<file path="config.mk">
export PLATFORM = sky130hd
export DESIGN_NAME = uart_mmio
export DESIGN_NICKNAME = d
export VERILOG_FILES = /design/src/rtl/uart_mmio.sv
export SDC_FILE = /design/constraint.sdc
export NUM_CORES = 1
export LEC_CHECK = 0
export ABC_CLOCK_PERIOD_IN_PS = 2480
export CORE_ASPECT_RATIO = 1.2
export CORE_MARGIN = 1.5
export CORE_UTILIZATION = 45
export CTS_CLUSTER_SIZE = 10
export DETAILED_ROUTE_END_ITERATION = 16
export PLACE_DENSITY_LB_ADDON = 0.1
export SLEW_MARGIN = 20
export SYNTH_ARGS = -nofsm -noshare
export SYNTH_HDL_FRONTEND = slang
export SYNTH_SLANG_ARGS = --single-unit
export TNS_END_PERCENT = 20
</file>
<file path="constraint.sdc">
create_clock -name clock -period 2.48 [get_ports clock]
set_input_delay 0.372 -clock clock [delete_from_list [all_inputs] [get_ports clock]]
set_output_delay 0.372 -clock clock [all_outputs]
set_load 0.02 [all_outputs]
</file>
<file path="src/rtl/uart_mmio.sv">
// MMIO UART: TXDATA/STATUS/RXDATA registers, TX FIFO drained by a paced emitter; `UART_MMIO_RX_EN enables RXDATA.
// Latency: response 1 cycle after acceptance; first character out 2 cycles after its write.
// Backpressure: req_ready drops only for a TXDATA write while the FIFO is full.
module uart_mmio #(
    parameter int FIFO_DEPTH = 8,
    parameter int TX_GAP     = 0
) (
    input  logic        clock,
    input  logic        reset,
    input  logic        req_valid,
    output logic        req_ready,
    input  logic        req_wen,
    input  logic [3:0]  req_addr,
    input  logic [7:0]  req_wdata,
    output logic        rsp_valid,
    output logic [63:0] rsp_rdata,
    output logic        uart_out_valid,
    output logic [7:0]  uart_out_ch,
    output logic        uart_in_valid,
    input  logic [7:0]  uart_in_ch
);
    localparam int AW = (FIFO_DEPTH > 1) ? $clog2(FIFO_DEPTH) : 1;
    localparam int GW = $clog2(TX_GAP + 2);
    localparam logic [3:0] A_TX = 4'h0;
    localparam logic [3:0] A_ST = 4'h4;
    localparam logic [3:0] A_RX = 4'h8;

    typedef enum logic [1:0] {IDLE, SEND, GAP} tx_state_t;

    logic [7:0]    mem_q [FIFO_DEPTH];
    logic [AW-1:0] wr_ptr_q, rd_ptr_q;
    logic [AW:0]   count_q;
    tx_state_t     state_q;
    logic [GW-1:0] gap_q;
    logic          rsp_valid_q, out_valid_q;
    logic [63:0]   rsp_rdata_q, rsp_rdata_d;
    logic [7:0]    out_ch_q;
    logic          full, empty, accept, push, pop, rx_en;

    assign full      = (count_q == (AW+1)'(FIFO_DEPTH));
    assign empty     = (count_q == '0);
    assign req_ready = reset || !(req_wen && (req_addr == A_TX) && full);
    assign accept    = req_valid && req_ready && !reset;
    assign push      = accept && req_wen && (req_addr == A_TX);
    assign pop       = (state_q == SEND);

`ifdef UART_MMIO_RX_EN
    assign rx_en         = 1'b1;
    assign uart_in_valid = accept && !req_wen && (req_addr == A_RX);
`else
    assign rx_en         = 1'b0;
    assign uart_in_valid = 1'b0;
`endif

    // Status reflects occupancy before this cycle's push/pop.
    always_comb begin
        rsp_rdata_d = '0;
        if (!req_wen) begin
            case (req_addr)
                A_ST: begin
                    rsp_rdata_d[0]    = full;
                    rsp_rdata_d[1]    = empty;
                    rsp_rdata_d[2]    = rx_en;
                    rsp_rdata_d[15:8] = 8'(count_q);
                end
                A_RX:    rsp_rdata_d[7:0] = rx_en ? uart_in_ch : 8'h00;
                default: ;
            endcase
        end
    end

    always_ff @(posedge clock) begin
        if (push) begin
            mem_q[wr_ptr_q] <= req_wdata;
        end
    end

    always_ff @(posedge clock) begin
        if (reset) begin
            wr_ptr_q <= '0;
            rd_ptr_q <= '0;
            count_q  <= '0;
        end else begin
            if (push) wr_ptr_q <= wr_ptr_q + AW'(1);
            if (pop)  rd_ptr_q <= rd_ptr_q + AW'(1);
            case ({push, pop})
                2'b10:   count_q <= count_q + (AW+1)'(1);
                2'b01:   count_q <= count_q - (AW+1)'(1);
                default: count_q <= count_q;
            endcase
        end
    end

    always_ff @(posedge clock) begin
        if (reset) begin
            rsp_valid_q <= 1'b0;
            rsp_rdata_q <= '0;
        end else begin
            rsp_valid_q <= accept;
            rsp_rdata_q <= accept ? rsp_rdata_d : '0;
        end
    end

    // A back-to-back SEND only follows when a second entry was already stored,
    // so a fresh write never reaches the output sooner than two cycles.
    always_ff @(posedge clock) begin
        if (reset) begin
            state_q     <= IDLE;
            gap_q       <= '0;
            out_valid_q <= 1'b0;
            out_ch_q    <= 8'h00;
        end else begin
            out_valid_q <= 1'b0;
            case (state_q)
                IDLE: begin
                    if (!empty) begin
                        state_q     <= SEND;
                        out_valid_q <= 1'b1;
                        out_ch_q    <= mem_q[rd_ptr_q];
                    end
                end
                SEND: begin
                    if (TX_GAP > 0) begin
                        state_q <= GAP;
                        gap_q   <= GW'(TX_GAP - 1);
                    end else if (count_q > (AW+1)'(1)) begin
                        state_q     <= SEND;
                        out_valid_q <= 1'b1;
                        out_ch_q    <= mem_q[rd_ptr_q + AW'(1)];
                    end else begin
                        state_q <= IDLE;
                    end
                end
                GAP: begin
                    if (gap_q != '0) begin
                        gap_q <= gap_q - GW'(1);
                    end else if (!empty) begin
                        state_q     <= SEND;
                        out_valid_q <= 1'b1;
                        out_ch_q    <= mem_q[rd_ptr_q];
                    end else begin
                        state_q <= IDLE;
                    end
                end
                default: state_q <= IDLE;
            endcase
        end
    end

    assign rsp_valid      = rsp_valid_q;
    assign rsp_rdata      = rsp_rdata_q;
    assign uart_out_valid = out_valid_q;
    assign uart_out_ch    = out_ch_q;
endmodule

</file>
==> metrics.cfg, run 1 <==
[floorplan]
chipWidth_um=96.3
rows=40
ios=100
die-area_um2=11100
die_y_um=115
start_util=0.467
coreArea_um2=10100

[route]
post_drt_via_cell_ratio=5.08
finalWirelength_um=9060
ant_nets=0
drc=0
drtPass1Iterations=4
vias=2527
drt_iter0_drc=96
routedWlPerCell_um=18.2

[finish]
drive_above_1_share=0.175
nets=397
stdcell_area_um2=5320
syn_to_final_growth_pct=13.3
seq_area_um2=2520
n_antenna_cell=0
multi_input_area_um2=1850
nFillCells=870

[power_and_ir_drop]
total_leakage_power_uw=0.00189
powerDensity_nw_per_um2=831
vdd_ir_drop_max_uv=417

[yosys]
synth_top_area_frac=0.409
synth_xor_area_frac=0.0131
synth_cell_type_count=39
ys_seq_area_frac=0.537
synth_enable_flop_cells=64
synthArstFlopShare=0
synth.area.mux_share=0.211
synth-simple-area-share=0.0741
ys_warn_count=0
yosys_most_used_dff=edfxtp_1
synth_top_family_by_area=multiplexers
ys_top_cells_by_area=edfxtp_1 (41%), dfxtp_1 (13%), mux4_1 (11%)
synthAdderAreaFrac=0.0187
syn_area_per_cell_um2=15.0
synth_seq_cells=94
synth_area_um2=4700
syn_inst=314
synth-compound-area-share=0.0288
yosysTopAreaCell=edfxtp_1

[timing]
slew_viol_final=0
slew_headroom=0.617
fin_crit_sh=0.937
tightest_slew_ns=0.573
grt_setup_unrepaired=no
timing.final.crit_period_ns=2.32
finClkSkew_ns=0.00629
hold_viol_final=0
finalSetupViolations=0
timing.fmax_mhz=430
setup-tns-final_ns=0

[grt]
grt_pass1_vias=2501
grt_pass1_wl_um=13800
antenna_found_initial=0
overflow=0
grt_max_degree=24
grt_util_all_layers=0.179

[clock_tree]
cts_root_buf=clkbuf_16
clk_path_buf_depth=2
htreeDepth=3
cts_tree=done
cts-buffers-inserted=9
clock_latency_ns=0.35
cts_num_sinks=94
clkTransAtPathRegs_ns=0.07
post-cts-setup-buffers=0

[worst_setup_path]
cp.required_ns=2.11
crit_fanout=5
arrival_ns=1.95
crit_start=count_q[1]
r2r_cells=8
path_class=flop to primary output
end_kind=primary output
rr_startpoint=count_q[1]
start_kind=flop
critPathCapture=req_ready
r2r_end=mem_q[0][7]
r2r_setup_slack_ns=0.26

[place]
gp_congestion=0.736
dpl.hpwl_um=5940
numPortBuffers=32
placed_cell_area_um2=5020

[outcome]
status=finished, final reports clean

[hold_path]
holdCritPathClass=flop to flop

[run]
cap_violations=0

## area by class of cell
class / count / share of cell area
clock buffer: 10 / 0.0430
sequential: 94 / 0.474
inverter: 3 / 0.00212
multi-input combinational: 204 / 0.347
tap: 126 / 0.0296
clock inverter: 6 / 0.0134
timing repair buffer: 54 / 0.0910
## power breakdown
group / total [uW] / internal [uW] / switching (uW)
logic: 1150 / 544 / 608
clock network: 1380 / 790 / 593
registers: 1890 / 1780 / 111
total: 4420 / 3110 / 1310
## worst min-delay path by stage
stage / from / endpoint / slack [ns] / cells past startpoint
detailed placement: wr_ptr_q[2] / wr_ptr_q[2] / 0.49 / 2
floorplan: wr_ptr_q[2] / wr_ptr_q[2] / 0.47 / 2
finish: wr_ptr_q[2] / wr_ptr_q[2] / 0.50 / 2
CTS: wr_ptr_q[2] / wr_ptr_q[2] / 0.50 / 2
global route: wr_ptr_q[2] / wr_ptr_q[2] / 0.55 / 2
global placement: wr_ptr_q[2] / wr_ptr_q[2] / 0.49 / 2
## cells by family (layout without fill, tap and decap cells)
| kind of cell | count (synthesis) | in the layout |
|---|---|---|
| adder cells (fa/ha/maj) | 7 | 7 |
| AND/OR/NAND/NOR | 63 | 63 |
| multiplexers | 51 | 51 |
| AO/OA/AOI/OAI | 17 | 17 |
| other | 1 | 59 |
| buffers and inverters | 74 | 73 |
| flip-flops | 94 | 94 |
| XOR/XNOR | 7 | 7 |
## per-layer routing
metal / GRT usage / vias to the layer above / wire (um)
li1: - / 1191 / -
met1: 0.212 / 1256 / 3740
met2: 0.313 / 67 / 4920
met3: 0.0344 / 13 / 247
met4: 0.0775 / 0 / 148
met5: 0 / - / 0
## cells in the mapped netlist (2+ instances only)
master,count
mux2i_1,11
or3_1,3
nand4b_1,2
nor2b_1,3
mux2_2,8
buf_6,2
xor2_1,5
nor3_1,3
mux4_2,13
inv_1,3
dfxtp_1,30
clkbuf_1,3
edfxtp_1,64
o221ai_1,8
a21oi_1,3
or2_2,2
a31oi_1,2
ha_1,7
o21ai_0,2
nand2b_1,10
and2_1,5
nor2_1,16
buf_2,3
buf_4,62
xnor2_1,2
nand2_1,11
mux4_1,19
## cells in the final DEF, fill, tap and decap left out, types with 7 or more instances in the layout
cell / count
mux4_1: 19
nor2_1: 16
mux2i_1: 11
conb_1: 59
mux2_2: 8
dfxtp_1: 30
nand2b_1: 10
mux4_2: 13
nand2_1: 11
o221ai_1: 8
clkdlybuf4s50_1: 31
clkbuf_16: 9
ha_1: 7
buf_4: 22
edfxtp_1: 64
## sequential cells by signal (all words and copies together) (netlist names), named ones only
register	flops
rsp_valid	1
mem_q	64
state_q	1
rsp_rdata	6
uart_out_valid	1
wr_ptr_q	3
count_q	4
uart_out_ch	8
rd_ptr_q	3
## worst max-delay path, stage by stage, from the launching register on
cell	delay, ns
dfxtp_1	0.36
inv_1	0.13
ha_1	0.21
nand3b_1	0.12
buf_4	0.16
or3_1	0.31
dlygate4sd2_1	0.33
## timing repair
item,in CTS,in global routing
hold buffers,0,0
gates resized for setup,1,0
hold endpoints to repair,0,0
endpoints found under the setup margin,1,0
## metrics by stage
step	total power (uW)	hold WS (ns)	setup WS, ns	util	std cells
after floorplan	2780	0.466	0.0948	-	372
after global placement	3070	0.487	0.0145	0.499	481
after detailed placement	3080	0.492	-0.0177	0.499	481
after CTS	4470	0.501	0.122	0.529	497
after global routing	4630	0.553	0.0438	0.529	497
final	4420	0.499	0.156	0.529	497
Power figures use the tool's default switching activity.
==> run 2, diff against run 1 <==
CAP_MARGIN = 0   (was not set)
SETUP_SLACK_MARGIN = 0.5   (was not set)
==> metrics.cfg, run 2 (synthesis results as in run 1) <==
[route]
post_drt_via_cell_ratio=5.10  ; +0.35%
finalWirelength_um=8900  ; -1.7%
ant_nets=0  ; unchanged
drtPass1Iterations=4  ; unchanged
drc=0  ; unchanged
drt_iter0_drc=144  ; +50%
routedWlPerCell_um=17.5  ; -3.9%
vias=2592  ; +2.6%

[timing]
finalSetupViolations=0  ; unchanged
slew_viol_final=0  ; unchanged
timing.final.crit_period_ns=1.95  ; -0.371 ns
fin_crit_sh=0.787  ; -0.150
finClkSkew_ns=0.00511  ; -0.00118 ns
hold_viol_final=0  ; unchanged
timing.fmax_mhz=512  ; +19%
grt_setup_unrepaired=yes

[worst_setup_path]
crit_fanout=4  ; -1
end_kind=primary output
arrival_ns=1.58  ; -0.37 ns
path_class=flop to primary output
cp_cell_sequence=inv_4 -> ha_4 -> nand3b_1 -> or3_4 -> buf_6
cpMaxStageDelayCell=or3_4
cp.required_ns=2.11  ; about the same
max_stage_delay_ns=0.41  ; +0.05 ns
start_kind=flop

[clock_tree]
cts_root_buf=clkbuf_16
clk_path_buf_depth=2  ; unchanged
cts_num_sinks=94  ; unchanged
cts-buffers-inserted=9  ; unchanged
cts_tree=done
htreeDepth=3  ; unchanged
clkTransAtPathRegs_ns=0.07  ; about the same
clock_latency_ns=0.34  ; about the same

[finish]
finish.utilization=0.557  ; +0.0279
seq_area_um2=2530  ; +0.20%
nFillCells=824  ; -5.3%
drive_above_1_share=0.238  ; +0.0630
nets=408  ; +2.8%
largest_reg_flops=64  ; unchanged
final_common_cell=edfxtp_1
fin_cells=508  ; +2.2%
multi_input_area_um2=1930  ; +4.5%
regMostFlops=mem_q
n_antenna_cell=0  ; unchanged
syn_to_final_growth_pct=19.3
final_cell_mix=edfxtp_1 (64), conb_1 (59), buf_4 (30)

[floorplan]
chipWidth_um=96.3  ; unchanged
rows=40  ; unchanged
coreArea_um2=10100  ; unchanged
start_util=0.467  ; unchanged
ios=100  ; unchanged
die_y_um=115  ; unchanged
die-area_um2=11100  ; unchanged

[place]
numPortBuffers=32  ; unchanged
dpl.hpwl_um=5840  ; -1.7%
place_inst=479  ; -0.42%
gp_congestion=0.726  ; -1.3%

[grt]
grt_pass1_vias=2549  ; +1.9%
grt_pass1_wl_um=13800  ; -0.25%
grt_max_degree=17  ; -29%
grt_util_all_layers=0.177  ; -0.00187
overflow=0  ; unchanged
antenna_found_initial=0  ; unchanged

[run]
cap_violations=0  ; unchanged

[power_and_ir_drop]
total_leakage_power_uw=0.00204  ; +8.2%
vdd_ir_drop_max_uv=486  ; +17%
powerDensity_nw_per_um2=875  ; +5.3%

[outcome]
status=finished, final reports clean

[hold_path]
holdCritPathClass=flop to flop

run 2: cell types whose count changed in the layout (fill, tap and decap cells not counted), sizes merged:
| cell | before | now |
|---|---|---|
| clkdlybuf4s50 | 31 | 29 |
| inv | 5 | 4 |
| bufinv | 1 | 4 |
| buf | 22 | 34 |
| clkbuf | 10 | 9 |
| dlygate4sd2 | 1 | 0 |
| dlymetal6s2s | 0 | 2 |
| clkinvlp | 2 | 1 |
run 2: worst max-delay path, delay by kind of cell, from the launching register on:
kind | cells | cell delay (ns)
flip-flops | 1 | 0.35
buffers and inverters | 2 | 0.20
AND/OR/NAND/NOR | 2 | 0.56
adder cells (fa/ha/maj) | 1 | 0.12
run 2: power breakdown:
part | total (uW) | internal [uW] | switching [uW]
clock | 1680 | 1090 | 588
sequential | 1900 | 1780 | 116
combinational | 1330 | 669 | 656
total | 4900 | 3540 | 1360
run 2: worst paths after layout:
path | startpoint | endpoint | slack (ns) | cells after the start
worst max-delay path | count_q[0] | req_ready | 0.53 | 5
worst min-delay path | wr_ptr_q[2] | wr_ptr_q[2] | 0.51 | 2
worst max register to register | count_q[0] | count_q[3] | 0.55 | 9
worst min register to register | wr_ptr_q[2] | wr_ptr_q[2] | 0.51 | 2
run 2: cell type report:
class / count / share of cell area
timing repair buffer: 65 / 0.108
inverter: 3 / 0.00246
clock buffer: 9 / 0.0402
clock inverter: 7 / 0.0259
sequential: 94 / 0.451
tap: 126 / 0.0281
multi-input combinational: 204 / 0.344
run 2: routing by layer:
layer	routed length, um	part of all wire	vias up	track usage
li1	-	-	1210	-
met1	3590	0.40	1303	0.206
met2	4890	0.55	69	0.319
met3	296	0.033	10	0.0337
met4	121	0.014	0	0.0667
met5	0	0	-	0
run 2: what timing repair did:
item	CTS	global route
endpoints found under the setup margin	35	74
hold buffers	0	0
gates resized for setup	16	13
cloned	0	0
buffers inserted	10	3
pin swaps	5	6
run 2: per-stage QoR:
stage | cell area, um2 | worst slack (ns) | power (uW) | setup TNS [ns] | hold slack, ns
floorplan | 4930 | 0.372 | 2790 | 0 | 0.466
global route | 5600 | 0.435 | 5120 | 0 | 0.544
detailed placement | 5020 | -0.00308 | 3070 | -0.00308 | 0.508
finish | 5600 | 0.527 | 4900 | 0 | 0.514
global placement | 5020 | 0.0362 | 3070 | 0 | 0.497
CTS | 5510 | 0.499 | 4840 | 0 | 0.523
==> run 3, diff against run 2 <==
ABC_CLOCK_PERIOD_IN_PS = 1600   (was 2480)
clock period = 1.6 ns   (was 2.48 ns; I/O delays follow)
==> metrics.cfg, run 3 (synthesis results as in run 1) <==
[route]
vias=2708  ; +4.5%
top_layer_used=met4
met2WireLength_um=5580  ; +14%
drc=0  ; unchanged
wl_met3_um=390  ; +32%
finalWirelength_um=9980  ; +12%
routedWlPerCell_um=18.8  ; +7.5%
m1WireLength_um=3810  ; +6.0%
ant_nets=0  ; unchanged
post_drt_via_cell_ratio=5.11  ; +0.14%
drt_iter0_drc=108  ; -25%
drtPass1Iterations=4  ; unchanged

[clock_tree]
cts-buffers-inserted=9  ; unchanged
clkTransAtPathRegs_ns=0.06  ; about the same
clk_path_buf_depth=2  ; unchanged
cts_tree=done
clock_latency_ns=0.34  ; about the same
cts_root_buf=clkbuf_16
cts_num_sinks=94  ; unchanged
htreeDepth=3  ; unchanged

[floorplan]
start_util=0.467  ; unchanged
ios=100  ; unchanged
coreArea_um2=10100  ; unchanged
chipWidth_um=96.3  ; unchanged
die_y_um=115  ; unchanged
die-area_um2=11100  ; unchanged
rows=40  ; unchanged

[finish]
n_antenna_cell=0  ; unchanged
final_cell_mix=edfxtp_1 (64), conb_1 (59), buf_4 (45)
nets=430  ; +5.4%
regMostFlops=mem_q
syn_to_final_growth_pct=23.3
final_common_cell=edfxtp_1
stdcell_area_um2=5790  ; +3.4%
drive_above_1_share=0.349  ; +0.111
largest_reg_flops=64  ; unchanged

[grt]
grt_pass1_vias=2704  ; +6.1%
antenna_found_initial=0  ; unchanged
grt_util_all_layers=0.194  ; +0.0170
grt_pass1_wl_um=15000  ; +8.5%
overflow=0  ; unchanged
grt_max_degree=24  ; +7

[place]
placed_cell_area_um2=5310  ; +5.7%
dpl.hpwl_um=6810  ; +17%
numPortBuffers=32  ; unchanged
gp_congestion=0.756  ; +4.1%

[worst_setup_path]
cpMaxStageDelayCell=or4b_4
arrival_ns=2.08  ; +0.50 ns
crit_fanout=2  ; -2
end_kind=flop
max_stage_delay_ns=0.45  ; +0.04 ns
start_kind=flop
crit_family=simple AND/OR/NAND/NOR gates
path_class=flop to flop
cp_cell_sequence=inv_4 -> ha_4 -> nand3b_1 -> nand4_1 -> ha_2 -> or4b_4 -> a21oi_2 -> xnor2_1 -> nor2_1
cp.required_ns=1.82  ; -0.29 ns
crit_buf_inv=1  ; -1

[outcome]
violations=setup timing
status=complete, but fails checks

[power_and_ir_drop]
power_uw=7670  ; +56%
vdd_ir_drop_max_uv=726  ; +49%
total_leakage_power_uw=0.00215  ; +5.3%
powerDensity_nw_per_um2=1320  ; +51%

[timing]
slew_viol_final=0  ; unchanged
finClkSkew_ns=0.00678  ; +0.00167 ns
layout_setup_ws_ns=-0.259  ; -0.787 ns
grt_setup_unrepaired=yes
setup-tns-final_ns=-11.22  ; -11.22 ns
timing.fmax_mhz=538
finalSetupViolations=79  ; +79
hold_viol_final=0  ; unchanged
fin_crit_sh=1.16
timing.final.crit_period_ns=1.86

[run]
cap_violations=0  ; unchanged

[hold_path]
holdCritPathClass=flop to flop

-- run 3: cell type report --
cell class | instances | area (um2)
clock buffer | 10 | 229
clock inverter | 6 | 86.3
fill | 797 | 4270
inverter | 3 | 13.8
multi-input combinational | 204 | 1960
sequential | 94 | 2530
tap | 126 | 158
timing repair buffer | 87 | 812
-- run 3: tightest hold or removal path, stage by stage, from the launching register on --
cell	delay, ns
dfxtp_1	0.31
nand2b_1	0.07
o221ai_1	0.11
-- run 3: path summary, 6_finish.rpt --
path | start | end | slack (ns) | cells after the start
worst max-delay path | count_q[0] | count_q[3] | -0.26 | 9
worst min-delay path | uart_out_ch[3] | uart_out_ch[3] | 0.55 | 2
worst max register to register | count_q[0] | count_q[3] | -0.26 | 9
worst min register to register | uart_out_ch[3] | uart_out_ch[3] | 0.55 | 2
-- run 3: repair_timing --
action                                  CTS  global route
endpoints found under the setup margin  107            98
setup buffers                             5             3
resized for setup                       105             9
pin swaps                                17             8
endpoints found under the hold margin     0             0
hold buffers                              0             0
gates cloned                              2             0
-- run 3: stage by stage --
| stage | setup slack [ns] | util | hold slack (ns) | cells |
|---|---|---|---|---|
| 4_1_cts | -0.288 | 0.570 | 0.555 | 527 |
| 3_3_place_gp | -0.683 | 0.528 | 0.529 | 504 |
| 3_5_place_dp | -0.676 | 0.528 | 0.534 | 504 |
| 5_1_grt | -0.364 | 0.576 | 0.587 | 530 |
| 2_1_floorplan | -0.382 | - | 0.339 | 372 |
| 6_report | -0.259 | 0.576 | 0.550 | 530 |
-- run 3: metal layers --
metal	GRT usage	vias to the layer above
li1	-	1251
met4	0.0755	0
met5	0	-
met1	0.216	1354
met2	0.358	86
met3	0.0384	17
-- run 3: power breakdown --
| part | total (uW) | switching [uW] | internal, uW |
|---|---|---|---|
| registers | 2880 | 111 | 2760 |
| logic | 2540 | 1230 | 1310 |
| clock network | 2250 | 887 | 1370 |
| total | 7670 | 2230 | 5440 |
==> RTL change: new RTL, flow settings as in run 3 <==
`FIFO_DEPTH`: 8 -> 4.
--- a/src/rtl/uart_mmio.sv
+++ b/src/rtl/uart_mmio.sv
@@ -4,3 +4,3 @@
 module uart_mmio #(
-    parameter int FIFO_DEPTH = 8,
+    parameter int FIFO_DEPTH = 4,
     parameter int TX_GAP     = 0
Formal check against the unedited RTL: same outputs for any inputs over 10 cycles, from zero or initial values and one cycle with reset high; that may be too few to reach the edited logic, so the function may still have changed.
==> RTL change against run 3 <==
- the flow still finishes with violations (negative setup slack)
- routed wire length decreased by 51%
- setup slack improved by 0.19 ns
- cell area decreased by 37%
- power decreased by 37%
- largest cell class unchanged
- sequential cell count decreased by 37
- synthesized area decreased by 37%
- via count decreased by 38%
- utilization decreased by 0.51 points
==> RTL change: results (changes against run 3) <==
status -> finished, violations left
violated checks -> negative setup slack
Final setup viols -> 2 (-97%)
Seq cells -> 57 (-39%)
Sw Share -> 0.305 (+0.0148)
Cell Count, Final, Fillers Out -> 374 (-29%)
dpl cells -> 354 (-30%)
Metal-1 WL -> 2100 um (-45%)
Post-CTS Setup Inserts -> 3 (-2)
maximum number of pins on one net before global-route repair -> 19 (-21%)
DP HPWL -> 3440 um (-50%)
final setup margin -> -0.0716 ns (+0.188 ns)
number of flip-flops in the largest register -> 32 (-50%)
routed wl met2 -> 2370 um (-58%)
CTS Root Cell -> clkbuf_8
max incr delay on CP -> 0.36 ns (-0.09 ns)
DP Area -> 3350 um^2 (-37%)
pre-CTS setup slack -> -0.479 ns (+0.197 ns)
hold_sp -> reset
complex-gate fraction of the synthesized area -> 0.0488 (+0.0200)
XOR/XNOR share of the synthesized area -> 0.0148 (+0.00179)
bufs w/o clock -> 59 (-32%)
Nets -> 317 (-26%)
Worst VDD drop -> 612 uV (-16%)
Pleak -> 1.45 nW (-33%)
Post-Synth Adder-Cell Area -> 0.0382 (+0.0195)
via count -> 1,676 (-38%)
[RTL change: cell types whose count changed in the layout (fill, tap and decap cells not counted), sizes merged, moves of 8 or more]
cell and change:
edfxtp -32, mux2 -8, clkbuf +11, nand2b -10, buf -35, o221ai -8, mux4 -16
[RTL change: worst register-to-register path: cells and delay by family, from the launching register on]
family	cells	cell delay, ns
AOI/OAI and AO/OA	1	0.12
and+or+nand+nor	4	0.56
muxes	1	0.11
DFF	1	0.36
buffers and inverters	2	0.10
adders and majority gates	2	0.32
[RTL change: final timing paths]
check | to | slack, ns | cells past startpoint
setup / recovery | req_ready | -0.07 | 5
hold / removal | rsp_valid$_SDFF_PP0_ | 0.42 | 4
setup reg to reg | count_q[2]$_SDFFE_PP0P_ | -0.02 | 10
hold reg to reg | uart_out_ch[1]$_SDFFE_PP0P_ | 0.51 | 2
[RTL change: per-layer routing]
layer / track usage / vias to the layer above
met5: 0 / -
met3: 0.0348 / 13
li1: - / 788
met2: 0.243 / 80
met4: 0.116 / 0
met1: 0.182 / 795
